## config.mk

```make
export PLATFORM = sky130hd
export DESIGN_NAME = id_pipe_flat
export DESIGN_NICKNAME = d
export VERILOG_FILES = /design/src/rtl/id_pipe_pkg.sv /design/src/rtl/id_pipe_if.sv /design/src/rtl/id_decode.sv /design/src/rtl/id_pipe.sv /design/src/flat_wrapper.sv
export SDC_FILE = /design/constraint.sdc
export NUM_CORES = 1
export LEC_CHECK = 0
export BUFFER_PORTS_ARGS = -buffer_cell sky130_fd_sc_hd__clkbuf_2
export CAP_MARGIN = 25
export CORE_AREA = 3 3 129 131
export DETAILED_ROUTE_END_ITERATION = 8
export DIE_AREA = 0 0 132 134
export HOLD_SLACK_MARGIN = 0.03
export PLACE_DENSITY = 0.69
export SLEW_MARGIN = 15
export SYNTH_ARGS = -nofsm -noshare
export SYNTH_HDL_FRONTEND = slang
export SYNTH_SLANG_ARGS = --single-unit
```

## constraint.sdc

```tcl
create_clock -name clk -period 5.3 [get_ports clk]
set_input_delay 0.795 -clock clk [delete_from_list [all_inputs] [get_ports clk]]
set_output_delay 0.795 -clock clk [all_outputs]
set_load 0.02 [all_outputs]
```

## src/rtl/id_pipe_pkg.sv

```systemverilog
// id_pipe_pkg: shared decode constants for the ID stage.
//   Opcode and funct field codes, EXE_*_OP aluop codes, EXE_RES_* alusel
//   codes, the zero word, the NOP write address and the read/write enable
//   levels.
package id_pipe_pkg;

  localparam logic [5:0] OP_SPECIAL = 6'h00;
  localparam logic [5:0] OP_ANDI    = 6'h0C;
  localparam logic [5:0] OP_ORI     = 6'h0D;
  localparam logic [5:0] OP_XORI    = 6'h0E;
  localparam logic [5:0] OP_LUI     = 6'h0F;

  localparam logic [5:0] FUNCT_SLL  = 6'h00;
  localparam logic [5:0] FUNCT_SRL  = 6'h02;
  localparam logic [5:0] FUNCT_SRA  = 6'h03;
  localparam logic [5:0] FUNCT_AND  = 6'h24;
  localparam logic [5:0] FUNCT_OR   = 6'h25;
  localparam logic [5:0] FUNCT_XOR  = 6'h26;
  localparam logic [5:0] FUNCT_NOR  = 6'h27;

  localparam logic [7:0] EXE_NOP_OP = 8'h00;
  localparam logic [7:0] EXE_AND_OP = 8'h24;
  localparam logic [7:0] EXE_OR_OP  = 8'h25;
  localparam logic [7:0] EXE_XOR_OP = 8'h26;
  localparam logic [7:0] EXE_NOR_OP = 8'h27;
  localparam logic [7:0] EXE_SLL_OP = 8'h7C;
  localparam logic [7:0] EXE_SRL_OP = 8'h02;
  localparam logic [7:0] EXE_SRA_OP = 8'h03;

  localparam logic [2:0] EXE_RES_NOP   = 3'd0;
  localparam logic [2:0] EXE_RES_LOGIC = 3'd1;
  localparam logic [2:0] EXE_RES_SHIFT = 3'd2;

  localparam logic [31:0] ZERO_WORD     = 32'h0000_0000;
  localparam logic [4:0]  NOP_REG_ADDR  = 5'd0;
  localparam logic        READ_ENABLE   = 1'b1;
  localparam logic        READ_DISABLE  = 1'b0;
  localparam logic        WRITE_ENABLE  = 1'b1;
  localparam logic        WRITE_DISABLE = 1'b0;

endpackage

```

## src/rtl/id_pipe_if.sv

```systemverilog
// id_pipe_if: ID/EX output slot bundle.
//   out_valid / out_ready handshake plus the registered decode results
//   (pc_o, aluop_o, alusel_o, reg1_o, reg2_o, wd_o, wreg_o, inst_invalid_o).
//   master = ID stage (drives the slot), slave = EX stage (consumes it).
interface id_pipe_if #(
  parameter int DATA_W   = 32,
  parameter int REG_AW   = 5,
  parameter int ALUOP_W  = 8,
  parameter int ALUSEL_W = 3
);
  logic                out_valid;
  logic                out_ready;
  logic [DATA_W-1:0]   pc_o;
  logic [ALUOP_W-1:0]  aluop_o;
  logic [ALUSEL_W-1:0] alusel_o;
  logic [DATA_W-1:0]   reg1_o;
  logic [DATA_W-1:0]   reg2_o;
  logic [REG_AW-1:0]   wd_o;
  logic                wreg_o;
  logic                inst_invalid_o;

  modport master (
    output out_valid, pc_o, aluop_o, alusel_o, reg1_o, reg2_o, wd_o, wreg_o, inst_invalid_o,
    input  out_ready
  );

  modport slave (
    input  out_valid, pc_o, aluop_o, alusel_o, reg1_o, reg2_o, wd_o, wreg_o, inst_invalid_o,
    output out_ready
  );
endinterface

```

## src/rtl/id_decode.sv

```systemverilog
// id_decode: purely combinational instruction decoder.
//   in : inst (32-bit instruction word)
//   out: aluop, alusel, re1/re2 (port read enables), wd/wreg (destination),
//        imm1/imm2 (value a disabled read port takes), invalid.
// Each read port has its own immediate: shifts put shamt on port 1, LUI puts
// zero on port 1 and imm16<<16 on port 2, I-type logic ops zero-extend on port 2.
module id_decode
  import id_pipe_pkg::*;
#(
  parameter int DATA_W   = 32,
  parameter int REG_AW   = 5,
  parameter int ALUOP_W  = 8,
  parameter int ALUSEL_W = 3
) (
  input  logic [31:0]         inst,
  output logic [ALUOP_W-1:0]  aluop,
  output logic [ALUSEL_W-1:0] alusel,
  output logic                re1,
  output logic                re2,
  output logic [REG_AW-1:0]   wd,
  output logic                wreg,
  output logic [DATA_W-1:0]   imm1,
  output logic [DATA_W-1:0]   imm2,
  output logic                invalid
);
  logic [5:0] op;
  logic [5:0] funct;
  logic       is_itype;
  logic       is_rtype;
  logic       is_shift;

  assign op    = inst[31:26];
  assign funct = inst[5:0];

  always_comb begin
    aluop    = ALUOP_W'(EXE_NOP_OP);
    alusel   = ALUSEL_W'(EXE_RES_NOP);
    re1      = READ_DISABLE;
    re2      = READ_DISABLE;
    wd       = REG_AW'(NOP_REG_ADDR);
    wreg     = WRITE_DISABLE;
    imm1     = DATA_W'(ZERO_WORD);
    imm2     = DATA_W'(ZERO_WORD);
    invalid  = 1'b1;
    is_itype = 1'b0;
    is_rtype = 1'b0;
    is_shift = 1'b0;

    case (op)
      OP_ANDI: begin is_itype = 1'b1; aluop = ALUOP_W'(EXE_AND_OP); end
      OP_ORI:  begin is_itype = 1'b1; aluop = ALUOP_W'(EXE_OR_OP);  end
      OP_XORI: begin is_itype = 1'b1; aluop = ALUOP_W'(EXE_XOR_OP); end
      OP_LUI: begin
        // LUI executes as OR of zero with the shifted immediate
        aluop   = ALUOP_W'(EXE_OR_OP);
        alusel  = ALUSEL_W'(EXE_RES_LOGIC);
        wd      = REG_AW'(inst[20:16]);
        wreg    = WRITE_ENABLE;
        imm2    = DATA_W'({inst[15:0], 16'h0000});
        invalid = 1'b0;
      end
      OP_SPECIAL: begin
        case (funct)
          FUNCT_AND: begin is_rtype = 1'b1; aluop = ALUOP_W'(EXE_AND_OP); end
          FUNCT_OR:  begin is_rtype = 1'b1; aluop = ALUOP_W'(EXE_OR_OP);  end
          FUNCT_XOR: begin is_rtype = 1'b1; aluop = ALUOP_W'(EXE_XOR_OP); end
          FUNCT_NOR: begin is_rtype = 1'b1; aluop = ALUOP_W'(EXE_NOR_OP); end
          FUNCT_SLL: begin is_shift = 1'b1; aluop = ALUOP_W'(EXE_SLL_OP); end
          FUNCT_SRL: begin is_shift = 1'b1; aluop = ALUOP_W'(EXE_SRL_OP); end
          FUNCT_SRA: begin is_shift = 1'b1; aluop = ALUOP_W'(EXE_SRA_OP); end
          default: ;
        endcase
      end
      default: ;
    endcase

    if (is_itype) begin
      alusel  = ALUSEL_W'(EXE_RES_LOGIC);
      re1     = READ_ENABLE;
      wd      = REG_AW'(inst[20:16]);
      wreg    = WRITE_ENABLE;
      imm2    = DATA_W'({16'h0000, inst[15:0]});
      invalid = 1'b0;
    end
    if (is_rtype) begin
      alusel  = ALUSEL_W'(EXE_RES_LOGIC);
      re1     = READ_ENABLE;
      re2     = READ_ENABLE;
      wd      = REG_AW'(inst[15:11]);
      wreg    = WRITE_ENABLE;
      invalid = 1'b0;
    end
    if (is_shift) begin
      alusel  = ALUSEL_W'(EXE_RES_SHIFT);
      re2     = READ_ENABLE;
      wd      = REG_AW'(inst[15:11]);
      wreg    = WRITE_ENABLE;
      imm1    = DATA_W'(inst[10:6]);
      invalid = 1'b0;
    end
  end
endmodule

```

## src/rtl/id_pipe.sv

```systemverilog
// id_pipe: decode stage with a registered ID/EX slot.
//   clk, rst (async, active-low)
//   fetch side : in_valid, in_ready, pc_i, inst_i
//   regfile    : reg1/2_re_o, reg1/2_addr_o, reg1/2_data_i
//   producers  : ex_wreg_i, ex_wd_i, ex_wdata_i, ex_wdata_vld_i,
//                mem_wreg_i, mem_wd_i, mem_wdata_i
//   flush_i    : drop slot and current input
//   slot       : id_pipe_if.master (out_valid/out_ready + decode results)
// Build option ID_FWD_EN: when defined, operands are forwarded from EX/MEM and
// only an EX result not yet valid stalls; when undefined, any EX/MEM hazard
// stalls and operands come from the regfile/immediate only.
module id_pipe
  import id_pipe_pkg::*;
#(
  parameter int DATA_W   = 32,
  parameter int REG_AW   = 5,
  parameter int ALUOP_W  = 8,
  parameter int ALUSEL_W = 3
) (
  input  logic              clk,
  input  logic              rst,
  input  logic              in_valid,
  output logic              in_ready,
  input  logic [DATA_W-1:0] pc_i,
  input  logic [31:0]       inst_i,
  output logic              reg1_re_o,
  output logic              reg2_re_o,
  output logic [REG_AW-1:0] reg1_addr_o,
  output logic [REG_AW-1:0] reg2_addr_o,
  input  logic [DATA_W-1:0] reg1_data_i,
  input  logic [DATA_W-1:0] reg2_data_i,
  input  logic              ex_wreg_i,
  input  logic [REG_AW-1:0] ex_wd_i,
  input  logic [DATA_W-1:0] ex_wdata_i,
  input  logic              ex_wdata_vld_i,
  input  logic              mem_wreg_i,
  input  logic [REG_AW-1:0] mem_wd_i,
  input  logic [DATA_W-1:0] mem_wdata_i,
  input  logic              flush_i,
  id_pipe_if.master         slot
);
  logic [ALUOP_W-1:0]  dec_aluop;
  logic [ALUSEL_W-1:0] dec_alusel;
  logic                dec_re1, dec_re2, dec_wreg, dec_invalid;
  logic [REG_AW-1:0]   dec_wd;
  logic [DATA_W-1:0]   dec_imm1, dec_imm2;

  logic ex_hit1, ex_hit2, mem_hit1, mem_hit2, stall, accept;
  logic [DATA_W-1:0] op1, op2;

  logic                out_valid_q, wreg_q, invalid_q;
  logic [DATA_W-1:0]   pc_q, reg1_q, reg2_q;
  logic [ALUOP_W-1:0]  aluop_q;
  logic [ALUSEL_W-1:0] alusel_q;
  logic [REG_AW-1:0]   wd_q;

  id_decode #(.DATA_W(DATA_W), .REG_AW(REG_AW), .ALUOP_W(ALUOP_W), .ALUSEL_W(ALUSEL_W)) u_decode (
    .inst(inst_i), .aluop(dec_aluop), .alusel(dec_alusel), .re1(dec_re1), .re2(dec_re2),
    .wd(dec_wd), .wreg(dec_wreg), .imm1(dec_imm1), .imm2(dec_imm2), .invalid(dec_invalid)
  );

  assign reg1_addr_o = REG_AW'(inst_i[25:21]);
  assign reg2_addr_o = REG_AW'(inst_i[20:16]);
  assign reg1_re_o   = in_valid && dec_re1;
  assign reg2_re_o   = in_valid && dec_re2;

  // $0 is hardwired zero, so it never matches a producer
  assign ex_hit1  = ex_wreg_i  && (ex_wd_i  == reg1_addr_o) && (reg1_addr_o != '0);
  assign ex_hit2  = ex_wreg_i  && (ex_wd_i  == reg2_addr_o) && (reg2_addr_o != '0);
  assign mem_hit1 = mem_wreg_i && (mem_wd_i == reg1_addr_o) && (reg1_addr_o != '0);
  assign mem_hit2 = mem_wreg_i && (mem_wd_i == reg2_addr_o) && (reg2_addr_o != '0);

`ifdef ID_FWD_EN
  assign stall = (reg1_re_o && ex_hit1 && !ex_wdata_vld_i) ||
                 (reg2_re_o && ex_hit2 && !ex_wdata_vld_i);

  always_comb begin
    op1 = dec_imm1;
    op2 = dec_imm2;
    if (dec_re1) begin
      if (reg1_addr_o == '0) op1 = '0;
      else if (ex_hit1)      op1 = ex_wdata_i;
      else if (mem_hit1)     op1 = mem_wdata_i;
      else                   op1 = reg1_data_i;
    end
    if (dec_re2) begin
      if (reg2_addr_o == '0) op2 = '0;
      else if (ex_hit2)      op2 = ex_wdata_i;
      else if (mem_hit2)     op2 = mem_wdata_i;
      else                   op2 = reg2_data_i;
    end
  end
`else
  logic unused_fwd;
  assign unused_fwd = ^{ex_wdata_i, ex_wdata_vld_i, mem_wdata_i};

  // without bypass paths the instruction waits until the producer has retired
  assign stall = (reg1_re_o && (ex_hit1 || mem_hit1)) ||
                 (reg2_re_o && (ex_hit2 || mem_hit2));

  always_comb begin
    op1 = dec_imm1;
    op2 = dec_imm2;
    if (dec_re1) op1 = (reg1_addr_o == '0) ? '0 : reg1_data_i;
    if (dec_re2) op2 = (reg2_addr_o == '0) ? '0 : reg2_data_i;
  end
`endif

  assign in_ready = flush_i || (!stall && (!out_valid_q || slot.out_ready));
  assign accept   = !flush_i && in_valid && in_ready;

  always_ff @(posedge clk or negedge rst) begin
    if (!rst) begin
      out_valid_q <= 1'b0;
      pc_q        <= '0;
      aluop_q     <= ALUOP_W'(EXE_NOP_OP);
      alusel_q    <= ALUSEL_W'(EXE_RES_NOP);
      reg1_q      <= '0;
      reg2_q      <= '0;
      wd_q        <= '0;
      wreg_q      <= 1'b0;
      invalid_q   <= 1'b0;
    end else if (flush_i) begin
      out_valid_q <= 1'b0;
    end else if (accept) begin
      out_valid_q <= 1'b1;
      pc_q        <= pc_i;
      aluop_q     <= dec_aluop;
      alusel_q    <= dec_alusel;
      reg1_q      <= op1;
      reg2_q      <= op2;
      wd_q        <= dec_wd;
      wreg_q      <= dec_wreg;
      invalid_q   <= dec_invalid;
    end else if (slot.out_ready) begin
      out_valid_q <= 1'b0;
    end
  end

  assign slot.out_valid      = out_valid_q;
  assign slot.pc_o           = pc_q;
  assign slot.aluop_o        = aluop_q;
  assign slot.alusel_o       = alusel_q;
  assign slot.reg1_o         = reg1_q;
  assign slot.reg2_o         = reg2_q;
  assign slot.wd_o           = wd_q;
  assign slot.wreg_o         = wreg_q;
  assign slot.inst_invalid_o = invalid_q;
endmodule

```

## src/flat_wrapper.sv

```systemverilog
// flat-port wrapper written by rule: the top's interface ports become plain ports
module id_pipe_flat import id_pipe_pkg::*;
#(
  parameter int DATA_W   = 32,
  parameter int REG_AW   = 5,
  parameter int ALUOP_W  = 8,
  parameter int ALUSEL_W = 3
)
  (clk, rst, in_valid, in_ready, pc_i, inst_i, reg1_re_o, reg2_re_o, reg1_addr_o, reg2_addr_o, reg1_data_i, reg2_data_i, ex_wreg_i, ex_wd_i, ex_wdata_i, ex_wdata_vld_i, mem_wreg_i, mem_wd_i, mem_wdata_i, flush_i, slot_out_valid, slot_pc_o, slot_aluop_o, slot_alusel_o, slot_reg1_o, slot_reg2_o, slot_wd_o, slot_wreg_o, slot_inst_invalid_o, slot_out_ready);
  id_pipe_if #(.DATA_W(DATA_W), .REG_AW(REG_AW), .ALUOP_W(ALUOP_W), .ALUSEL_W(ALUSEL_W)) slot_i ();
  input  logic clk;
  input  logic rst;
  input  logic in_valid;
  output logic in_ready;
  input  logic [DATA_W-1:0] pc_i;
  input  logic [31:0] inst_i;
  output logic reg1_re_o;
  output logic reg2_re_o;
  output logic [REG_AW-1:0] reg1_addr_o;
  output logic [REG_AW-1:0] reg2_addr_o;
  input  logic [DATA_W-1:0] reg1_data_i;
  input  logic [DATA_W-1:0] reg2_data_i;
  input  logic ex_wreg_i;
  input  logic [REG_AW-1:0] ex_wd_i;
  input  logic [DATA_W-1:0] ex_wdata_i;
  input  logic ex_wdata_vld_i;
  input  logic mem_wreg_i;
  input  logic [REG_AW-1:0] mem_wd_i;
  input  logic [DATA_W-1:0] mem_wdata_i;
  input  logic flush_i;
  output wire logic [$bits(slot_i.out_valid)-1:0] slot_out_valid;
  output wire logic [$bits(slot_i.pc_o)-1:0] slot_pc_o;
  output wire logic [$bits(slot_i.aluop_o)-1:0] slot_aluop_o;
  output wire logic [$bits(slot_i.alusel_o)-1:0] slot_alusel_o;
  output wire logic [$bits(slot_i.reg1_o)-1:0] slot_reg1_o;
  output wire logic [$bits(slot_i.reg2_o)-1:0] slot_reg2_o;
  output wire logic [$bits(slot_i.wd_o)-1:0] slot_wd_o;
  output wire logic [$bits(slot_i.wreg_o)-1:0] slot_wreg_o;
  output wire logic [$bits(slot_i.inst_invalid_o)-1:0] slot_inst_invalid_o;
  input wire logic [$bits(slot_i.out_ready)-1:0] slot_out_ready;
  assign slot_out_valid = slot_i.out_valid;
  assign slot_pc_o = slot_i.pc_o;
  assign slot_aluop_o = slot_i.aluop_o;
  assign slot_alusel_o = slot_i.alusel_o;
  assign slot_reg1_o = slot_i.reg1_o;
  assign slot_reg2_o = slot_i.reg2_o;
  assign slot_wd_o = slot_i.wd_o;
  assign slot_wreg_o = slot_i.wreg_o;
  assign slot_inst_invalid_o = slot_i.inst_invalid_o;
  assign slot_i.out_ready = slot_out_ready;
  id_pipe #(.DATA_W(DATA_W), .REG_AW(REG_AW), .ALUOP_W(ALUOP_W), .ALUSEL_W(ALUSEL_W)) u_core (.clk(clk), .rst(rst), .in_valid(in_valid), .in_ready(in_ready), .pc_i(pc_i), .inst_i(inst_i), .reg1_re_o(reg1_re_o), .reg2_re_o(reg2_re_o), .reg1_addr_o(reg1_addr_o), .reg2_addr_o(reg2_addr_o), .reg1_data_i(reg1_data_i), .reg2_data_i(reg2_data_i), .ex_wreg_i(ex_wreg_i), .ex_wd_i(ex_wd_i), .ex_wdata_i(ex_wdata_i), .ex_wdata_vld_i(ex_wdata_vld_i), .mem_wreg_i(mem_wreg_i), .mem_wd_i(mem_wd_i), .mem_wdata_i(mem_wdata_i), .flush_i(flush_i), .slot(slot_i));
endmodule
```

==> impl_metrics.yaml, run 1 <==
yosys:
  synth-edff-count: 0
  yosysTopAreaCellShare: 0.5609
  synth.cell_area_um2: 4907
  netlist_instances: 494
  synth_top_cell_by_area: "dfrtp_1"
  post-synth-top-count-cell: "nand2_1"
  synth_top_cells_by_count: "nand2_1, dfrtp_1, nor2_1"
  postSynthAreaPerCell_um2: 9.934
  synth_flop_cell: "dfrtp_1"
  yosysUniqueCellTypes: 35
  async_reset_ff_frac: 1.000
  seq_area_frac_synth: 0.5609
  ys_top_cells_by_area: "dfrtp_1, nand2_1, a221oi_1"
  synth-seq-cells: 110
  yosys_warnings: 0
critical_path:
  cpPeakStageDelay_ns: 0.65
  path_delay_family: "compound AO/OA/AOI/OAI gates"
  slowest_stage: "a22oi_2"
  r2r_setup_slack_ns: 2.89
  worstPathCellList: "clkbuf_2 > nor4_1 > nand4_1 > a22oi_2 > a22o_1 > nand2_1 > a21o_1 > clkbuf_2"
  worstSetupEndpointType: "output port"
  path_class: "primary input to output port"
  worstPathRequired_ns: 4.51
  crit_path_start_kind: "primary input"
  arrival_ns: 2.90
  crit_top_cell: "clkbuf_2"
  critPathMaxFanout: 8
  crit_buf_inv: 2
floorplan:
  die_h_um: 134
  dieArea_um2: 17690
  rows: 46
  io-pin-count: 338
  start_util: 0.3123
  die_w_um: 132
  coreArea_um2: 15710
timing:
  finalHoldViolCount: 0
  setup_viol: 0
  hold_ws_ns: 0.4761
  tightest_slew_ns: 0.9729
  skew_ns: 0.009423
  slew_viol_final: 0
  slew_headroom: 0.3514
  rsz0062_at_grt: "no"
  fin_setup_tns_ns: 0
  fmax_mhz: 270.8
  min_period_over_period: 0.6967
  fin_crit_ns: 3.693
drt:
  avgRoutedWirePerCell_um: 16.48
  routed_wl_mm: 15.79
  num_vias: 4568
  drt_iter0_markers: 247
  drc_errors: 0
  vias_per_cell: 4.768
  first_pass_iters: 4
  drtAntennaViolNets: 0
global_route:
  grt_max_degree: 90
  grt_usage: 0.1780
  antenna_found_initial: 0
  grt.overflow.total: 0
  grt_pass1_vias: 4571
  grt_pass1_wl_mm: 25.05
cells_and_area:
  diodes: 0
  final_nets: 947
  stdcell_area_um2: 6658
  syn_to_final_growth_pct: 35.67
  drive_gt1_frac: 0.4030
  final_util: 0.4237
place:
  placed_cell_area_um2: 6341
  io_buffers: 270
  place_congestion: 0.7853
  dp_hpwl_mm: 11.73
clock_network:
  clock-sinks: 110
  clk-insertion-delay-late_ns: 0.35
  cts-buffers-inserted: 9
  cts_hold_buf: 0
  post_cts_buffers: 0
  clk_pin_slew_ns: 0.07
  cts_root_buf: "clkbuf_16"
  cts_buffer_depth: 2
  postCtsResizedCells: 0
  h-tree-depth: 3
  cts_tree: "done"
min_path:
  hold_class: "register to register"
power:
  power.density_nw_per_um2: 329.9
  totalPowerFinal_mw: 2.196
  irDropWorstVdd_uv: 141.0
  p_leak_nw: 3.521
job:
  max_cap_viol_count: 0
status:
  status: "finished clean"
metrics by stage:
step                setup WS (ns)  std cells
finish                      1.607        958
global route                1.443        958
CTS                         1.534        958
detailed placement          1.322        942
global placement            1.336        942
floorplan                   2.322        495
layout by cell type (no fill, tap or decap), drive strengths merged:
cell,instances
buf,7
a22oi,1
clkinv,1
inv,4
nand4,5
o21a,1
a21boi,1
nor3,2
and2,2
o21ai,4
a211oi,1
dfrtp,110
a32oi,1
nor2,93
nand2,114
a21oi,3
o31ai,1
conb,2
nand3b,2
bufinv,1
clkinvlp,1
a21o,2
a221o,1
nor4bb,1
and3,1
xnor2,20
o22ai,2
a221oi,44
a22o,29
nand2b,1
a2111oi,1
or4,1
clkbuf,280
nor4,2
worst register-to-register path, delay by kind of cell (launching register included):
| kind | cells | cell delay [ns] |
|---|---|---|
| DFF | 1 | 0.38 |
| AOI/OAI and AO/OA | 2 | 0.84 |
| buffers and inverters | 1 | 0.68 |
| and+or+nand+nor | 3 | 0.44 |
final timing paths:
kind / start / end / cells after the start
worst max-delay path: inst_i[26] / in_ready / 8
worst min-delay path: u_core.slot.pc_o[21] / u_core.slot.pc_o[21] / 2
worst max register to register: u_core.slot.out_valid / u_core.slot.aluop_o[5] / 6
worst min register to register: u_core.slot.pc_o[21] / u_core.slot.pc_o[21] / 2
max in group asynchronous: rst / u_core.slot.pc_o[19] / 2
min in group asynchronous: rst / u_core.slot.pc_o[8] / 1
layout make-up:
type                       count  area, um^2
fill                        1580        9055
sequential                   110        2753
multi-input combinational    338        1912
timing repair buffer         276        1399
tap                          216       270.3
clock buffer                  11       252.7
clock inverter                 5       63.81
inverter                       2       7.507
power by group:
group	leakage [nW]	switching, mW	internal, mW
clock network	0.153	0.323	0.397
registers	1.39	0.0505	0.934
logic	1.98	0.317	0.174
layer usage:
layer	vias up	track usage	part of all wire	routed length, um
met2	185	0.2985	0.49	7802
li1	2173	-	-	-
met4	0	0.05718	0.021	329
met1	2188	0.2292	0.42	6687
met3	22	0.04126	0.061	970
met5	-	0	0	0
registers in the layout (all words and copies together) (netlist names):
| register | flops |
|---|---|
| u_core.slot.wd_o | 5 |
| u_core.slot.reg1_o | 32 |
| u_core.slot.pc_o | 32 |
| u_core.slot.alusel_o | 2 |
| u_core.slot.aluop_o | 4 |
| u_core.slot.inst_invalid_o | 1 |
| u_core.slot.out_valid | 1 |
| u_core.slot.reg2_o | 32 |
| u_core.slot.wreg_o | 1 |
cell families after synthesis:
family | share of synthesized area
xor+xnor | 0.03570
other cells | 0.0007642
simple gates | 0.1815
buf+inv | 0.05380
flops | 0.5609
compound gates | 0.1673
Note: power is estimated with default switching activity, not from simulation.
==> inputs of run 2 (changes only) <==
--- a/config.mk
+++ b/config.mk
@@ -5,13 +5,14 @@
 export SDC_FILE = /design/constraint.sdc
 export NUM_CORES = 1
 export LEC_CHECK = 0
+export ABC_AREA = 1
 export BUFFER_PORTS_ARGS = -buffer_cell sky130_fd_sc_hd__clkbuf_2
 export CAP_MARGIN = 25
-export CORE_AREA = 3 3 129 131
+export CORE_AREA = 3 3 130 132
 export DETAILED_ROUTE_END_ITERATION = 8
-export DIE_AREA = 0 0 132 134
+export DIE_AREA = 0 0 133 135
 export HOLD_SLACK_MARGIN = 0.03
-export PLACE_DENSITY = 0.69
+export PLACE_DENSITY = 0.79
 export SLEW_MARGIN = 15
 export SYNTH_ARGS = -nofsm -noshare
 export SYNTH_HDL_FRONTEND = slang
==> constraint.sdc (replaced) <==
create_clock -name clk -period 3.17 [get_ports clk]
set_input_delay 0.4755 -clock clk [delete_from_list [all_inputs] [get_ports clk]]
set_output_delay 0.4755 -clock clk [all_outputs]
set_load 0.02 [all_outputs]
==> run 2 against run 1 <==
  * Setup slack got worse by 1.1 ns
  * Critical path depth grew 5
  * Register-to-register slack got worse by 2.1 ns
  * Hold slack lost 0.34 ns
  * Non-clock buffer count grew 10
  * Clock skew decreased by 0.0022 ns
  * Synthesized cell count rose by 69%
  * Utilization rose by 6.6 points
  * Count of clock-buffer cells in the layout decreased by 2
  * Clock power increased by 49%
  * Largest power group unchanged
==> impl_metrics.yaml, run 2 <==
drt:
  drt_iter0_markers: 396
  drc_errors: 0
  routed_wl_mm: 20.53
  drtAntennaViolNets: 0
  first_pass_iters: 5
  avgRoutedWirePerCell_um: 16.07
  vias_per_cell: 5.182
  num_vias: 6617
yosys:
  synth.cell_area_um2: 6111
  synth_flop_cell: "dfrtp_1"
  yosys_warnings: 0
  yosysUniqueCellTypes: 25
  post-synth-top-count-cell: "nand2_1"
  postSynthAreaPerCell_um2: 7.310
  async_reset_ff_frac: 1.000
  synth-edff-count: 0
  ys_top_cells_by_area: "dfrtp_1, nand2_1, nand4_1"
  netlist_instances: 836
  synth_top_cells_by_count: "nand2_1, nand4_1, dfrtp_1"
  yosysTopAreaCellShare: 0.4505
  synth-seq-cells: 110
  synth_top_cell_by_area: "dfrtp_1"
  seq_area_frac_synth: 0.4505
critical_path:
  cpPeakStageDelay_ns: 0.74
  crit_buf_inv: 4
  worstPathCellList: "clkbuf_2 > nand2_1 > inv_1 > nand2_1 > inv_2 > nand2_2 > o21ai_1 > nand3_1 > nor2_1 > nor2_4 > buf_4 > nand4_1 > nand2_1"
  crit_path_start_kind: "primary input"
  slowest_stage: "buf_4"
  arrival_ns: 2.99
  worstPathRequired_ns: 3.44
  path_delay_family: "simple AND/OR/NAND/NOR gates"
  critPathMaxFanout: 78
  path_class: "primary input to register"
  worstSetupEndpointType: "register"
  crit_top_cell: "nand2_1"
timing:
  fin_crit_ns: 2.712
  slew_viol_final: 0
  fin_setup_tns_ns: 0
  slew_headroom: 0.4445
  min_period_over_period: 0.8556
  tightest_slew_ns: 0.8332
  finalHoldViolCount: 0
  fmax_mhz: 368.7
  skew_ns: 0.007211
  rsz0062_at_grt: "no"
  setup_viol: 0
clock_network:
  clock-sinks: 110
  cts_tree: "done"
  h-tree-depth: 3
  cts_hold_buf: 0
  postCtsResizedCells: 0
  cts-buffers-inserted: 9
  clk-insertion-delay-late_ns: 0.35
  post_cts_buffers: 0
  clk_pin_slew_ns: 0.08
  cts_root_buf: "clkbuf_16"
  cts_buffer_depth: 2
cells_and_area:
  final_nets: 1266
  syn_to_final_growth_pct: 26.76
  final_util: 0.4894
  diodes: 0
  layout_commonest_cell: "nand2_1"
  layout_common_cells: "nand2_1, clkbuf_2, nand4_1, dfrtp_1, nor2_1"
  fillerInstances: 1591
  drive_gt1_frac: 0.2969
min_path:
  hold_class: "primary input to async pin"
global_route:
  met2_usage: 0.3747
  grt_usage: 0.2254
  grt.overflow.total: 0
  antenna_found_initial: 0
  grt_pass1_wl_mm: 32.62
  grt_use_met1: 0.2861
  busiest_layer: "met2"
  met3_usage: 0.04285
  grt_pass1_vias: 6340
  grt_max_degree: 79
place:
  place_congestion: 0.8751
  io_buffers: 270
  dp_hpwl_mm: 14.70
power:
  p_leak_nw: 4.587
  power.density_nw_per_um2: 418.9
  irDropWorstVdd_uv: 229.6
job:
  max_cap_viol_count: 0
floorplan:
  die_h_um: 135
  dieArea_um2: 17960
  coreArea_um2: 15830
  rows: 46
  io-pin-count: 338
  die_w_um: 133
  start_util: 0.3861
status:
  status: "finished clean"
==> run 2: path summary, 6_finish.rpt <==
check	startpoint	end	slack, ns	cells past startpoint
min reg2reg	u_core.slot.reg1_o[8]	u_core.slot.reg1_o[8]	0.47	2
min in group clk	pc_i[18]	u_core.slot.pc_o[18]	0.36	3
max reg2reg	u_core.slot.out_valid	u_core.slot.pc_o[25]	0.82	6
max	inst_i[29]	u_core.slot.pc_o[25]	0.46	13
max in group asynchronous	rst	u_core.slot.reg2_o[1]	2.25	2
min	rst	u_core.slot.reg1_o[22]	0.13	1
==> run 2: layout make-up <==
class                   count  area (um^2)  share of cell area
clock buffers               9        225.2             0.02907
clock inverters             7        48.80            0.006299
inverters                  45        168.9             0.02181
multi-input cells         604         2756              0.3558
flip-flops and latches    110         2753              0.3554
well taps                 216        270.3             0.03489
repair buffers            286         1524              0.1967
==> run 2: where the power goes <==
part | switching (mW) | total [mW] | leakage (nW) | internal (mW)
registers | 0.0476 | 1.54 | 1.48 | 1.49
clock network | 0.535 | 1.07 | 0.136 | 0.537
logic | 0.424 | 0.635 | 2.97 | 0.212
==> run 2: worst register-to-register path: stages, from the launching register on <==
cell and delay, ns:
dfrtp_1 0.38, inv_1 0.06, nor2_1 0.06, nor2_4 0.58, buf_4 0.75, nand4_1 0.32
nand2_1 0.14
==> run 2: logic make-up (layout without fill, tap and decap cells) <==
logic type,Yosys count,count (layout),synth area share
compound gates,56,56,0.04668
buf+inv,123,347,0.1042
flops,110,110,0.4505
other cells,1,2,0.0006137
simple gates,546,546,0.3980
==> run 2: through the flow <==
step	cell area (um^2)	setup slack [ns]	total power [mW]	cells	hold WS, ns
2_1_floorplan	6115	1.068	1.917	837	0.1799
3_5_place_dp	7472	0.09798	2.204	1261	0.4571
3_3_place_gp	7472	0.08193	2.195	1261	0.4531
4_1_cts	7746	0.4665	3.293	1277	0.1459
6_report	7746	0.4577	3.245	1277	0.1336
5_1_grt	7746	0.1540	3.421	1277	0.1692
==> run 2: per-layer routing <==
metal | part of all wire | routed length (um)
met1 | 0.41 | 8392
met2 | 0.47 | 9725
met3 | 0.080 | 1649
met4 | 0.037 | 759
met5 | 0 | 0
